--- config.mk ---
export PLATFORM = sky130hd
export DESIGN_NAME = vfu_slot_request_queue
export DESIGN_NICKNAME = d
export VERILOG_FILES = /design/src/rtl/vfu_queue_pkg.sv /design/src/rtl/vfu_req_fifo.sv /design/src/rtl/vfu_slot_request_queue.sv
export SDC_FILE = /design/constraint.sdc
export NUM_CORES = 1
export LEC_CHECK = 0
export BUFFER_PORTS_ARGS = -buffer_cell sky130_fd_sc_hd__buf_4
export CAP_MARGIN = 15
export CORE_MARGIN = 3
export CORE_UTILIZATION = 37
export CTS_CLUSTER_DIAMETER = 120
export DETAILED_ROUTE_END_ITERATION = 16
export PLACE_DENSITY = 0.66
export SETUP_SLACK_MARGIN = 0.5
export SLEW_MARGIN = 25
export SYNTH_ARGS = -nofsm -noshare
export SYNTH_HDL_FRONTEND = slang
export SYNTH_SLANG_ARGS = --single-unit
--- constraint.sdc ---
create_clock -name clock -period 30.4 [get_ports clock]
set_clock_uncertainty 0.05 [all_clocks]
set_input_delay 9.12 -clock clock [delete_from_list [all_inputs] [get_ports clock]]
set_output_delay 9.12 -clock clock [all_outputs]
set_load 0.05 [all_outputs]
--- src/rtl/vfu_queue_pkg.sv ---
// Shared types for the VFU slot request queue: request layout, tag type and
// the conversion helpers between the packed bus and the structured view.
package vfu_queue_pkg;

  localparam int CREDITS_W = 4;
  localparam int REQ_W     = 204;

  typedef logic [1:0] tag_t;

  // Field order is MSB first; widths sum to REQ_W.
  typedef struct packed {
    logic [31:0] src0;
    logic [31:0] src1;
    logic [31:0] src2;
    logic [31:0] src3;
    logic [7:0]  opcode;
    logic [31:0] mask;
    logic [7:0]  flags;
    logic [1:0]  vsew;
    logic [3:0]  shifter_size;
    logic [7:0]  pop_init;
    logic [4:0]  group_index;
    logic [2:0]  lane_index;
    logic [3:0]  unit_select;
    logic [1:0]  rounding_mode;
  } vfu_req_t;

  function automatic logic [REQ_W-1:0] pack_req(input vfu_req_t r);
    return r;
  endfunction

  function automatic vfu_req_t unpack_req(input logic [REQ_W-1:0] b);
    return vfu_req_t'(b);
  endfunction

endpackage

--- src/rtl/vfu_req_fifo.sv ---
// Generic DEPTH x W circular FIFO with explicit count and flush.
// Pointers wrap at DEPTH, so any DEPTH >= 2 is valid.
module vfu_req_fifo
  import vfu_queue_pkg::*;
#(
  parameter int W     = 8,
  parameter int DEPTH = 2,
  localparam int PTR_W = (DEPTH > 1) ? $clog2(DEPTH) : 1,
  localparam int CNT_W = $clog2(DEPTH + 1)
) (
  input  logic             clock,
  input  logic             reset,
  input  logic             enq,
  input  logic [W-1:0]     enq_data,
  input  logic             deq,
  input  logic             flush,
  output logic [W-1:0]     head_data,
  output logic [CNT_W-1:0] count
);

  logic [W-1:0]     mem_q [DEPTH];
  logic [W-1:0]     mem_d [DEPTH];
  logic [PTR_W-1:0] wr_ptr_q, wr_ptr_d;
  logic [PTR_W-1:0] rd_ptr_q, rd_ptr_d;
  logic [CNT_W-1:0] count_q, count_d;
  logic             wr_en;
  logic             rd_en;

  function automatic logic [PTR_W-1:0] ptr_next(input logic [PTR_W-1:0] p);
    return (p == PTR_W'(DEPTH - 1)) ? '0 : p + PTR_W'(1);
  endfunction

  // A flush drops any write presented in the same cycle.
  assign wr_en = enq && !flush && (count_q != CNT_W'(DEPTH));
  assign rd_en = deq && !flush && (count_q != '0);

  always_comb begin
    wr_ptr_d = wr_ptr_q;
    rd_ptr_d = rd_ptr_q;
    count_d  = count_q;
    mem_d    = mem_q;
    if (flush) begin
      count_d  = '0;
      rd_ptr_d = wr_ptr_q;
    end else begin
      if (wr_en) begin
        wr_ptr_d        = ptr_next(wr_ptr_q);
        mem_d[wr_ptr_q] = enq_data;
      end
      if (rd_en) rd_ptr_d = ptr_next(rd_ptr_q);
      case ({wr_en, rd_en})
        2'b10:   count_d = count_q + CNT_W'(1);
        2'b01:   count_d = count_q - CNT_W'(1);
        default: count_d = count_q;
      endcase
    end
  end

  always_ff @(posedge clock) begin
    if (reset) begin
      wr_ptr_q <= '0;
      rd_ptr_q <= '0;
      count_q  <= '0;
    end else begin
      wr_ptr_q <= wr_ptr_d;
      rd_ptr_q <= rd_ptr_d;
      count_q  <= count_d;
    end
  end

  // Storage carries data only and needs no reset.
  always_ff @(posedge clock) begin
    mem_q <= mem_d;
  end

  assign head_data = mem_q[rd_ptr_q];
  assign count     = count_q;

endmodule

--- src/rtl/vfu_slot_request_queue.sv ---
// Request queue between the slot arbiter and a VFU: buffers requests, meters
// issue against VFU credits and blocks issue of tags that are still in flight.
module vfu_slot_request_queue
  import vfu_queue_pkg::*;
#(
  parameter int PAYLOAD_W = 204,
  parameter int TAG_W     = 2,
  parameter int DEPTH     = 2,
  parameter int CREDITS   = 4,
  localparam int NUM_TAGS = 2 ** TAG_W,
  localparam int OCC_W    = $clog2(DEPTH + 1)
) (
  input  logic                 clock,
  input  logic                 reset,
  input  logic                 in_valid,
  output logic                 in_ready,
  input  logic [PAYLOAD_W-1:0] in_payload,
  input  logic [TAG_W-1:0]     in_tag,
  output logic                 out_valid,
  input  logic                 out_ready,
  output logic [PAYLOAD_W-1:0] out_payload,
  output logic [TAG_W-1:0]     out_tag,
  input  logic                 resp_valid,
  input  logic [TAG_W-1:0]     resp_tag,
  input  logic                 flush,
  output logic [NUM_TAGS-1:0]  busy_tags,
  output logic [CREDITS_W-1:0] credits,
  output logic [OCC_W-1:0]     occupancy,
  output logic                 err_spurious_resp
);

  logic [PAYLOAD_W+TAG_W-1:0] head_data;
  logic [OCC_W-1:0]           occ;
  logic                       enq_fire;
  logic                       issue_fire;
  logic                       resp_spurious;
  logic                       resp_retire;

  logic [NUM_TAGS-1:0]  busy_q, busy_d;
  logic [CREDITS_W-1:0] credits_q, credits_d;
  logic                 err_q, err_d;

  // in_ready looks only at registered occupancy: no path from out_ready.
  assign in_ready = (occ != OCC_W'(DEPTH));
  assign enq_fire = in_valid && in_ready;

  vfu_req_fifo #(
    .W     (PAYLOAD_W + TAG_W),
    .DEPTH (DEPTH)
  ) u_fifo (
    .clock     (clock),
    .reset     (reset),
    .enq       (enq_fire),
    .enq_data  ({in_tag, in_payload}),
    .deq       (issue_fire),
    .flush     (flush),
    .head_data (head_data),
    .count     (occ)
  );

  assign out_payload = head_data[PAYLOAD_W-1:0];
  assign out_tag     = head_data[PAYLOAD_W +: TAG_W];

  // Flush is the only input that can drop out_valid without a fire.
  assign out_valid  = (occ != '0) && (credits_q != '0) && !busy_q[out_tag] && !flush;
  assign issue_fire = out_valid && out_ready;

  assign resp_spurious = resp_valid && !busy_q[resp_tag];
  assign resp_retire   = resp_valid && busy_q[resp_tag];

  always_comb begin
    busy_d = busy_q;
    if (resp_valid) busy_d[resp_tag] = 1'b0;
    // Issue is applied after the clear so reuse of the same tag stays busy.
    if (issue_fire) busy_d[out_tag] = 1'b1;

    credits_d = credits_q;
    if (issue_fire && !resp_retire) begin
      credits_d = credits_q - CREDITS_W'(1);
    end else if (resp_retire && !issue_fire && (credits_q != CREDITS_W'(CREDITS))) begin
      credits_d = credits_q + CREDITS_W'(1);
    end

    err_d = err_q || resp_spurious;
  end

  always_ff @(posedge clock) begin
    if (reset) begin
      busy_q    <= '0;
      credits_q <= CREDITS_W'(CREDITS);
      err_q     <= 1'b0;
    end else begin
      busy_q    <= busy_d;
      credits_q <= credits_d;
      err_q     <= err_d;
    end
  end

  assign busy_tags         = busy_q;
  assign credits           = credits_q;
  assign occupancy         = occ;
  assign err_spurious_resp = err_q;

endmodule

Word-level counts from Yosys, hierarchy flattened
Index checks and enable logic that the tools add are counted.
{"block": "totals", "reg_bits": 425, "in_bits": 214, "out_inout_bits": 219, "elab_cells": 84}
{"block": "op_classes", "addsub": 6, "order_cmp": 7, "n_eq_ne": 4, "muxes": 23, "bitwise": 6, "n_reduce_logical": 30}
{"op": "two-way mux 206 bit", "n": 4}
{"op": "bitwise mux 412 bit", "n": 1}
{"op": "demux 206 bit (select 1 bit)", "n": 1}
{"op": "logical AND 1 bit", "n": 17}
{"op": "two-way mux 4 bit", "n": 4}
{"op": "two-way mux 1 bit", "n": 8}
{"op": "nonzero test 2 bit", "n": 4}
{"op": "less-than comparator 2 x 3 -> 1 bit, second input constant", "n": 2}
{"op": "logical NOT 1 bit", "n": 5}
{"op": "adder 4 x 1 -> 4 bit, second input constant", "n": 1}
{"op": "bitwise AND 4 bit", "n": 1}
{"op": "binary-select mux 1 bit (select 2 bit)", "n": 2}
{"op": "demux 1 bit (select 2 bit)", "n": 2}
{"op": ">= comparator 2 x 1 -> 1 bit, second input constant", "n": 2}
{"op": ">= comparator 2 bit, second input constant", "n": 2}
{"op": "!= test 4 x 3 -> 1 bit, second input constant", "n": 1}
{"op": "inverter 1 -> 2 bit", "n": 2}
{"op": "inverter 4 bit", "n": 1}
{"op": "OR 4 bit", "n": 1}
{"op": "case mux 2 bit (2 select lines)", "n": 1}
{"op": "nonzero test 4 bit", "n": 1}
{"op": "subtractor 4 x 1 -> 4 bit, second input constant", "n": 1}
{"op": "adder 1 bit, second input constant", "n": 2}
{"op": "adder 2 x 1 -> 2 bit, second input constant", "n": 1}
{"op": "other kinds (9)", "n": 9}

Depth between registers and ports, before layout
Gate-level depths: netlist (run 1).
{"block": "depth", "word_depth": 15, "ltp_mapped": 12, "ltp_nobuf": 10}

Modules after synthesis
A second synthesis (run 1) with hierarchy kept.
{"block": "hier_totals", "hier_cells": 734, "area_unflattened_um2": 15667.5}
{"module": "vfu_req_fifo", "n_inst": 1, "cells_each": 666, "area_per_inst_um2": 15059.4, "seq_area_each_um2": 12451.9}
{"module": "vfu_slot_request_queue", "n_inst": 1, "cells_each": 68, "area_per_inst_um2": 608.1, "seq_area_each_um2": 180.2}

Least setup slack after synthesis (run 1)
No wires, ideal clock.
{"block": "synth_path", "kind": "input port to output port", "startpoint": "input flush", "endpoint": "output out_valid", "t_arrival_ns": 10.691, "required_ns": 21.230, "path_slack_ns": 10.539, "cell_stages": 3, "path_buffers": 0, "path_cell_list": "a311oi_2 > nand3_1 > a311oi_1"}
{"block": "synth_between", "elab_chain_cells": 2}
{"item": "from (decl)", "line_no": "vfu_slot_request_queue.sv:25", "text": "input logic flush,"}
{"item": "logical NOT 1 bit", "line_no": "vfu_slot_request_queue.sv:65", "text": "assign out_valid = (occ != '0) && (credits_q != '0) && !busy_q[out_tag] && !flush;"}
{"item": "logical AND 1 bit", "line_no": "vfu_slot_request_queue.sv:65"}
{"item": "to (decl)", "line_no": "vfu_slot_request_queue.sv:19", "text": "output logic out_valid,"}
No other way between the ends.

Worst setup path after layout (run 1)
Ends and elaborated chain as after synthesis.

==> flow_metrics.env, run 1 <==
export IMPL_status="finished clean"
export IMPL_vdd_drop_max_uv=43.7
export IMPL_syn_inst=749
export IMPL_fin_crit_sh_pct=64.0
export IMPL_grt_pass1_vias=9159
export IMPL_drc=0
export IMPL_grt_setup_unrepaired="no"
export IMPL_ys_types=48
export IMPL_synth_enable_flop_cells=412
export IMPL_crit_required_ns=21.23
export IMPL_worst_pin_slew_ns=0.984
export IMPL_syn_to_final_growth_pct=34.7
export IMPL_ctsHoldBuffers=0
export IMPL_synth_area_um2=15700
export IMPL_cts_tree="yes"
export IMPL_clock_root_buffer="clkbuf_16"
export IMPL_synth_simple_area_share_pct=1.92
export IMPL_vias=8501
export IMPL_setup_viol=0
export IMPL_drtIter0Drc=310
export IMPL_yosys_top_cells_area="edfxtp_1, mux2_2, dfxtp_1"
export IMPL_synth_top_family_by_area="multiplexers"
export IMPL_start_util_pct=37.9
export IMPL_synth_xor_area_share_pct=0.335
export IMPL_totalWireLength_um=35500
export IMPL_overflow=0
export IMPL_max_freq_mhz=51.4
export IMPL_post_route_min_period_ns=19.44
export IMPL_cp_end_kind="output port"
export IMPL_grtUsageTotal_pct=15.2
export IMPL_synth_compound_area_share_pct=1.16
export IMPL_drv_cap=0
export IMPL_synth_ff_type="edfxtp_1"
export IMPL_antenna_found_initial=2
export IMPL_hold_violations=0
export IMPL_place_congestion=0.760
export IMPL_viasPerCell=4.77
export IMPL_cts_sinks=425
export IMPL_clk_pin_slew_worst_paths_ns=0.06
export IMPL_synth_most_common_cell="edfxtp_1"
export IMPL_dp_hpwl_um=23600
export IMPL_slew_headroom_pct=34.4
export IMPL_netlist_area_leader_share_pct=78.8
export IMPL_ys_async_sr_fraction_pct=0
export IMPL_fin_cells=1783
export IMPL_synth_top_area_cell="edfxtp_1"
export IMPL_grt_max_degree=70
export IMPL_cts_max_level=2
export IMPL_ys_seq_area_share_pct=80.5
export IMPL_cts_setup_buffers=0
export IMPL_rows=74
export IMPL_drv_slew=0
export IMPL_tns_ns=0
export IMPL_ys_warnings_count=0
export IMPL_syn_nets=965
export IMPL_synth_mux_area_share_pct=15.1
export IMPL_worstHoldPathType="flop to flop"
export IMPL_synth_seq_cells=425
export IMPL_power_w=0.00141
export IMPL_worstPathArrival_ns=10.27
export IMPL_hold_worst_slack_ns=0.475
export IMPL_path_max_fanout=7
export IMPL_ctsResizeCount=0
export IMPL_coreArea_um2=41400
export IMPL_numCtsBuffers=47
export IMPL_clk_latency_ns=0.55
export IMPL_synthAdderAreaFrac_pct=0.159
export IMPL_port_buffers=432
export IMPL_grt_pass1_wl_um=52200
export IMPL_hold_depth=2
export IMPL_clk_path_buf_depth=3
export IMPL_power_density_nw_per_um2=66.6
export IMPL_drtPass1Iterations=4
export IMPL_layout_drive_gt1_share_pct=58.0
export IMPL_worstSetupStartpointType="input port"
export IMPL_synth_top_cells_by_count="edfxtp_1, mux2_2, nor2_1"
export IMPL_synth_area_per_cell_um2=21.0
export IMPL_die_w_um=212
export IMPL_dieArea_um2=44900
export IMPL_dpl_cell_count=1697
export IMPL_p_leak_nw=7.73
export IMPL_criticalPathCategory="input port to output port"
export IMPL_ant_nets=0
export IMPL_io_pins=433
export IMPL_avgRoutedWirePerCell_um=19.9
export IMPL_nets=1430
export IMPL_reg2reg_depth=5
export IMPL_die_h_um=212
==> per-layer routing <==
metal | global-route usage (%) | part of all wire (%) | wire length [µm] | up-vias
met5 | 0 | 0.037 | 13 | -
met1 | 16.5 | 36 | 12900 | 4222
met4 | 6.91 | 3.8 | 1360 | 2
met3 | 5.71 | 8.9 | 3150 | 75
li1 | - | - | - | 3905
met2 | 26.4 | 51 | 18000 | 297
==> sequential cells by signal, indices dropped and copies added (netlist names) <==
signal and count:
u_fifo.rd_ptr_q 1, u_fifo.wr_ptr_q 1, err_spurious_resp 1, busy_tags 4, u_fifo.count 2, credits 4
u_fifo.mem_q 412
==> cell families after synthesis <==
| group | after synthesis |
|---|---|
| flops | 425 |
| mux | 209 |
| simple gates | 53 |
| buf+inv | 32 |
| compound gates | 22 |
| xor+xnor | 6 |
| fa+ha+maj | 2 |
==> power breakdown <==
| group | internal, W | total, W | switching, W |
|---|---|---|---|
| Combinational | 0.0000654 | 0.000185 | 0.000119 |
| Sequential | 0.000666 | 0.000671 | 0.00000458 |
| Clock | 0.000336 | 0.000553 | 0.000217 |
==> worst paths after layout <==
| kind | start | endpoint | slack, ns |
|---|---|---|---|
| min | busy_tags[0]$_SDFF_PP0_ | busy_tags[0]$_SDFF_PP0_ | 0.47 |
| max reg2reg | u_fifo.count[0]$_SDFFE_PP0P_ | u_fifo.mem_q[92]$_DFFE_PP_ | 27.22 |
| min reg2reg | busy_tags[0]$_SDFF_PP0_ | busy_tags[0]$_SDFF_PP0_ | 0.47 |
| max | flush | out_valid | 10.96 |
==> final cells by class <==
class                           instances  area, µm²
Fill cell                            3416      20200
Sequential cell                       425      12600
Timing Repair Buffer                  443       3370
Multi-Input combinational cell        292       2940
Clock buffer                           61       1270
Tap cell                              532        666
Clock inverter                         23        244
Inverter                                5       18.8
Antenna cell                            2       5.00
==> cells in the final DEF (no fill, tap or decap), types with 2 or more instances in the layout <==
cell type / netlist / final
nand2b_1: 4 / 4
dfxtp_1: 13 / 12
clkinvlp_4: 0 / 2
xnor2_1: 4 / 4
buf_16: 0 / 2
clkinv_2: 0 / 7
a211oi_1: 2 / 2
o211ai_1: 2 / 2
nand2_1: 4 / 4
a21oi_1: 5 / 5
o22ai_1: 2 / 2
clkinv_1: 0 / 7
clkbuf_1: 13 / 12
buf_4: 2 / 441
diode_2: 0 / 2
ha_1: 2 / 2
o21ai_0: 3 / 3
nor2_4: 0 / 2
clkinv_4: 0 / 2
bufinv_16: 0 / 5
nand3_1: 7 / 7
nor3_1: 5 / 5
or4_1: 2 / 2
nor3b_1: 4 / 4
clkbuf_16: 0 / 49
mux2_2: 205 / 205
inv_1: 5 / 5
xor2_1: 2 / 2
nor2_1: 14 / 12
edfxtp_1: 412 / 412
==> per-stage QoR <==
stage	setup slack [ns]	cell area, µm²	utilization, %
after floorplan	10.54	15700	-
after global placement	10.97	19600	47.3
after detailed placement	10.94	19600	47.4
after CTS	10.95	21100	51.1
after global routing	10.92	21100	51.1
final	10.96	21100	51.1
==> critical path, cell delays in order <==
cell and delay, ns:
buf_4 0.15, a311oi_2 0.27, nand3_1 0.13, a311oi_1 0.33, buf_4 0.27
(Power assumes the default switching activity.)
==> run 2, diff against run 1 <==
Clock period 30.4 ns to 20 ns, I/O delays scaled along.
==> flow_metrics.env, run 2 (synthesis gave the netlist of run 1 again) <==
export IMPL_cts_setup_buffers=0
export IMPL_nets=1425
export IMPL_cp_end_kind="output port"
export IMPL_drv_slew=0
export IMPL_power_w=0.00207
export IMPL_die_w_um=212
export IMPL_ctsResizeCount=0
export IMPL_largest_register_ffs=412
export IMPL_worst_pin_slew_ns=0.930
export IMPL_r2r_end="credits[2]$_SDFFE_PP1P_"
export IMPL_port_buffers=432
export IMPL_hold_violations=0
export IMPL_critical_path_top_delay_family="compound AO/OA/AOI/OAI gates"
export IMPL_post_route_min_period_ns=13.21
export IMPL_grt_setup_unrepaired="no"
export IMPL_crit_required_ns=13.95
export IMPL_coreArea_um2=41400
export IMPL_overflow=0
export IMPL_clk_pin_slew_worst_paths_ns=0.06
export IMPL_grtUsageTotal_pct=14.9
export IMPL_path_common_cell="buf_4"
export IMPL_final_cell_mix="buf_4, edfxtp_1, mux2_2"
export IMPL_vias=8449
export IMPL_numCtsBuffers=45
export IMPL_fillers=3434
export IMPL_avgRoutedWirePerCell_um=19.6
export IMPL_reg2reg_depth=10
export IMPL_start_util_pct=37.9
export IMPL_vdd_drop_max_uv=72.7
export IMPL_drv_cap=0
export IMPL_dp_hpwl_um=23000
export IMPL_worstHoldPathType="flop to flop"
export IMPL_grt_max_degree=145
export IMPL_grt_pass1_vias=8999
export IMPL_io_pins=433
export IMPL_drtIter0Drc=337
export IMPL_ctsHoldBuffers=0
export IMPL_worstPathCellList="buf_4 -> a311oi_2 -> nand3_1 -> a311oi_1 -> buf_4"
export IMPL_power_density_nw_per_um2=98.8
export IMPL_clock_root_buffer="clkbuf_16"
export IMPL_hold_start="err_spurious_resp$_SDFF_PP0_"
export IMPL_slowest_delay_ns=0.31
export IMPL_setup_viol=0
export IMPL_layout_drive_gt1_share_pct=57.8
export IMPL_drtPass1Iterations=4
export IMPL_slew_headroom_pct=38.0
export IMPL_clk_path_buf_depth=3
export IMPL_antenna_found_initial=1
export IMPL_cts_sinks=425
export IMPL_max_freq_mhz=75.7
export IMPL_ant_nets=0
export IMPL_place_congestion=0.745
export IMPL_status="finished clean"
export IMPL_cts_tree="yes"
export IMPL_viasPerCell=4.75
export IMPL_hold_worst_slack_ns=0.464
export IMPL_path_buf_inv=2
export IMPL_drc=0
export IMPL_path_max_fanout=7
export IMPL_grt_pass1_wl_um=51400
export IMPL_regMostFlops="u_fifo.mem_q"
export IMPL_syn_to_final_growth_pct=33.8
export IMPL_cp_slowest_cell="a311oi_2"
export IMPL_die_h_um=212
export IMPL_hold_depth=2
export IMPL_r2r_start="u_fifo.rd_ptr_q$_SDFFE_PP0P_"
export IMPL_diodes=0
export IMPL_fin_crit_sh_pct=66.0
export IMPL_p_leak_nw=7.66
export IMPL_tns_ns=0
export IMPL_dieArea_um2=44900
export IMPL_clk_latency_ns=0.55
export IMPL_hold_end="err_spurious_resp$_SDFF_PP0_"
export IMPL_worstPathArrival_ns=7.16
export IMPL_criticalPathCategory="input port to output port"
export IMPL_cts_max_level=2
export IMPL_final_common_cell="buf_4"
export IMPL_worstSetupStartpointType="input port"
export IMPL_rows=74
export IMPL_reg2reg_slack_ns=16.97
export IMPL_totalWireLength_um=34800
run 2: cell count changes in the layout (fill, tap and decap cells not counted), sizes merged:
| cell | delta |
|---|---|
| clkinvlp | +1 |
| inv | +1 |
| buf | -3 |
| bufinv | -4 |
| diode | -2 |
| clkinv | +4 |
| clkbuf | -2 |
run 2: cell type report:
cell class                      instances  area, µm²  area share (%)
Sequential cell                       425      12600            60.2
Clock inverter                         25        154           0.733
Timing Repair Buffer                  440       3350            15.9
Tap cell                              532        666            3.17
Inverter                                5       18.8          0.0894
Clock buffer                           59       1230            5.86
Multi-Input combinational cell        292       2940            14.0
run 2: worst max path at each step:
stage | from | endpoint | cells past startpoint
2_1_floorplan | flush | u_fifo.mem_q[0]$_DFFE_PP_ | 2
3_3_place_gp | flush | out_valid | 5
3_5_place_dp | flush | out_valid | 5
4_1_cts | flush | out_valid | 5
5_1_grt | flush | out_valid | 5
6_report | flush | out_valid | 5
run 2: stage by stage:
stage,util (%),worst slack [ns],cells,cell area [µm²]
final,50.7,6.79,1778,21000
after global placement,47.3,6.78,1693,19600
after CTS,50.7,6.75,1777,21000
after detailed placement,47.3,6.75,1693,19600
after floorplan,-,4.36,749,15700
after global routing,50.7,6.70,1778,21000
run 2: worst reg2reg max path, cell delays in order, from the launching register on:
cell,delay [ns]
dfxtp_4,0.61
mux2_2,0.50
a31oi_4,0.22
and4_1,0.43
nand3_1,0.15
xnor2_1,0.16
ha_1,0.20
nor2_1,0.07
a211o_1,0.30
a211oi_1,0.19
nor2_1,0.06
run 2: where the power goes:
part | internal (W) | total [W] | switching [W]
logic | 0.0000992 | 0.000278 | 0.000179
registers | 0.00101 | 0.00102 | 0.00000821
clock network | 0.000447 | 0.000774 | 0.000327
run 2: metal layers:
| metal | GRT usage [%] | wire (µm) | up-vias |
|---|---|---|---|
| met3 | 5.50 | 3040 | 75 |
| met5 | 0 | 12 | - |
| met1 | 16.9 | 12800 | 4169 |
| li1 | - | - | 3912 |
| met2 | 25.5 | 17700 | 291 |
| met4 | 6.28 | 1210 | 2 |
==> run 3, diff against run 2 <==
Settings changed: PLACE_DENSITY 0.66 to 0.68.
Clock period 20 ns to 11.3 ns, I/O delays scaled along.
==> flow_metrics.env, run 3 (synthesis gave the netlist of run 1 again) <==
export IMPL_syn_to_final_growth_pct=33.6
export IMPL_seqCellArea_um2=12600
export IMPL_hold_violations=0
export IMPL_power_w=0.00367
export IMPL_numCtsBuffers=46
export IMPL_setup_viol=0
export IMPL_top_layer="met4"
export IMPL_r2r_start="u_fifo.rd_ptr_q$_SDFFE_PP0P_"
export IMPL_crit_required_ns=7.86
export IMPL_grt_pass1_wl_um=53000
export IMPL_grtUsageTotal_pct=15.4
export IMPL_wl_met2_um=18800
export IMPL_final_cell_mix="buf_4, edfxtp_1, mux2_2"
export IMPL_tns_ns=0
export IMPL_cts_sinks=425
export IMPL_switching_share_pct=24.9
export IMPL_criticalPathCategory="input port to output port"
export IMPL_clk_pin_slew_worst_paths_ns=0.06
export IMPL_r2r_end="credits[2]$_SDFFE_PP1P_"
export IMPL_worst_pin_slew_ns=0.987
export IMPL_clock_root_buffer="clkbuf_16"
export IMPL_internal_power_w=0.00276
export IMPL_reg2reg_slack_ns=7.01
export IMPL_overflow=0
export IMPL_layout_drive_gt1_share_pct=57.2
export IMPL_clk_latency_ns=0.56
export IMPL_final_common_cell="buf_4"
export IMPL_fillers=3430
export IMPL_drtPass1Iterations=4
export IMPL_rows=74
export IMPL_dieArea_um2=44900
export IMPL_cts_setup_buffers=0
export IMPL_slew_headroom_pct=34.2
export IMPL_grt_max_degree=118
export IMPL_drtIter0Drc=458
export IMPL_power_frac_comb_pct=13.4
export IMPL_ant_nets=0
export IMPL_drc=0
export IMPL_viasPerCell=4.76
export IMPL_max_freq_mhz=127
export IMPL_p_leak_nw=7.65
export IMPL_die_w_um=212
export IMPL_drv_cap=0
export IMPL_largest_register_ffs=412
export IMPL_worstPathArrival_ns=4.46
export IMPL_diodes=0
export IMPL_path_max_fanout=7
export IMPL_cp_end_kind="output port"
export IMPL_pwr_share_seq_pct=49.3
export IMPL_power_density_nw_per_um2=175
export IMPL_totalWireLength_um=36200
export IMPL_ctsResizeCount=0
export IMPL_wl_met3_um=2880
export IMPL_vias=8471
export IMPL_placed_area_um2=19600
export IMPL_p_switching_w=0.000914
export IMPL_power_frac_clock_pct=37.3
export IMPL_cts_max_level=2
export IMPL_multi_input_area_um2=2940
export IMPL_worstHoldPathType="flop to flop"
export IMPL_post_route_min_period_ns=7.90
export IMPL_design_area_um2=21000
export IMPL_cts_tree="yes"
export IMPL_clk_path_buf_depth=3
export IMPL_start_util_pct=37.9
export IMPL_dp_hpwl_um=24500
export IMPL_avgRoutedWirePerCell_um=20.3
export IMPL_status="finished clean"
export IMPL_port_buffers=432
export IMPL_regMostFlops="u_fifo.mem_q"
export IMPL_grt_pass1_vias=9050
export IMPL_nets=1427
export IMPL_drv_slew=0
export IMPL_hold_end="err_spurious_resp$_SDFF_PP0_"
export IMPL_fin_crit_sh_pct=69.9
export IMPL_die_h_um=212
export IMPL_io_pins=433
export IMPL_wl_met1_um=13500
export IMPL_reg2reg_depth=11
export IMPL_coreArea_um2=41400
export IMPL_antenna_found_initial=0
export IMPL_hold_depth=2
export IMPL_place_congestion=0.789
export IMPL_hold_start="err_spurious_resp$_SDFF_PP0_"
export IMPL_grt_setup_unrepaired="no"
export IMPL_ctsHoldBuffers=0
export IMPL_hold_worst_slack_ns=0.436
export IMPL_worstSetupStartpointType="input port"
export IMPL_vdd_drop_max_uv=133
==> run 3: area by class of cell <==
cell class / instances / area share, %
Clock buffer: 63 / 5.90
Timing Repair Buffer: 441 / 15.9
Clock inverter: 22 / 0.674
Inverter: 5 / 0.0895
Tap cell: 532 / 3.18
Multi-Input combinational cell: 292 / 14.0
Sequential cell: 425 / 60.3
==> run 3: worst max-delay path by stage <==
stage,startpoint,endpoint,slack (ns)
2_1_floorplan,flush,u_fifo.mem_q[0]$_DFFE_PP_,-1.73
3_3_place_gp,flush,out_valid,3.35
3_5_place_dp,flush,out_valid,3.40
4_1_cts,flush,out_valid,3.40
5_1_grt,flush,out_valid,3.32
6_report,flush,out_valid,3.40
==> run 3: per-stage QoR <==
step / setup slack [ns] / utilization, % / std cells
floorplan: -1.73 / - / 749
global placement: 3.35 / 47.3 / 1695
detailed placement: 3.40 / 47.3 / 1695
CTS: 3.40 / 50.6 / 1780
global route: 3.32 / 50.6 / 1780
finish: 3.40 / 50.6 / 1780
==> run 3: worst max-delay path, stage by stage <==
cell and delay, ns:
buf_4 0.14, a311oi_2 0.27, nand3_1 0.13, a311oi_1 0.26, buf_4 0.26
==> run 3: per-layer routing <==
layer  vias up  GRT usage, %
met4         0          5.91
li1       3918             -
met2       281          26.8
met1      4212          17.5
met3        60          5.31
met5         -             0
==> run 3: power groups by stage <==
stage	Sequential (W)	Clock, W	Combinational [W]
3_3_place_gp	0.00184	0	0.000490
5_1_grt	0.00181	0.00147	0.000513
3_5_place_dp	0.00184	0	0.000495
6_report	0.00181	0.00137	0.000491
4_1_cts	0.00181	0.00142	0.000497
2_1_floorplan	0.00185	0	0.000310
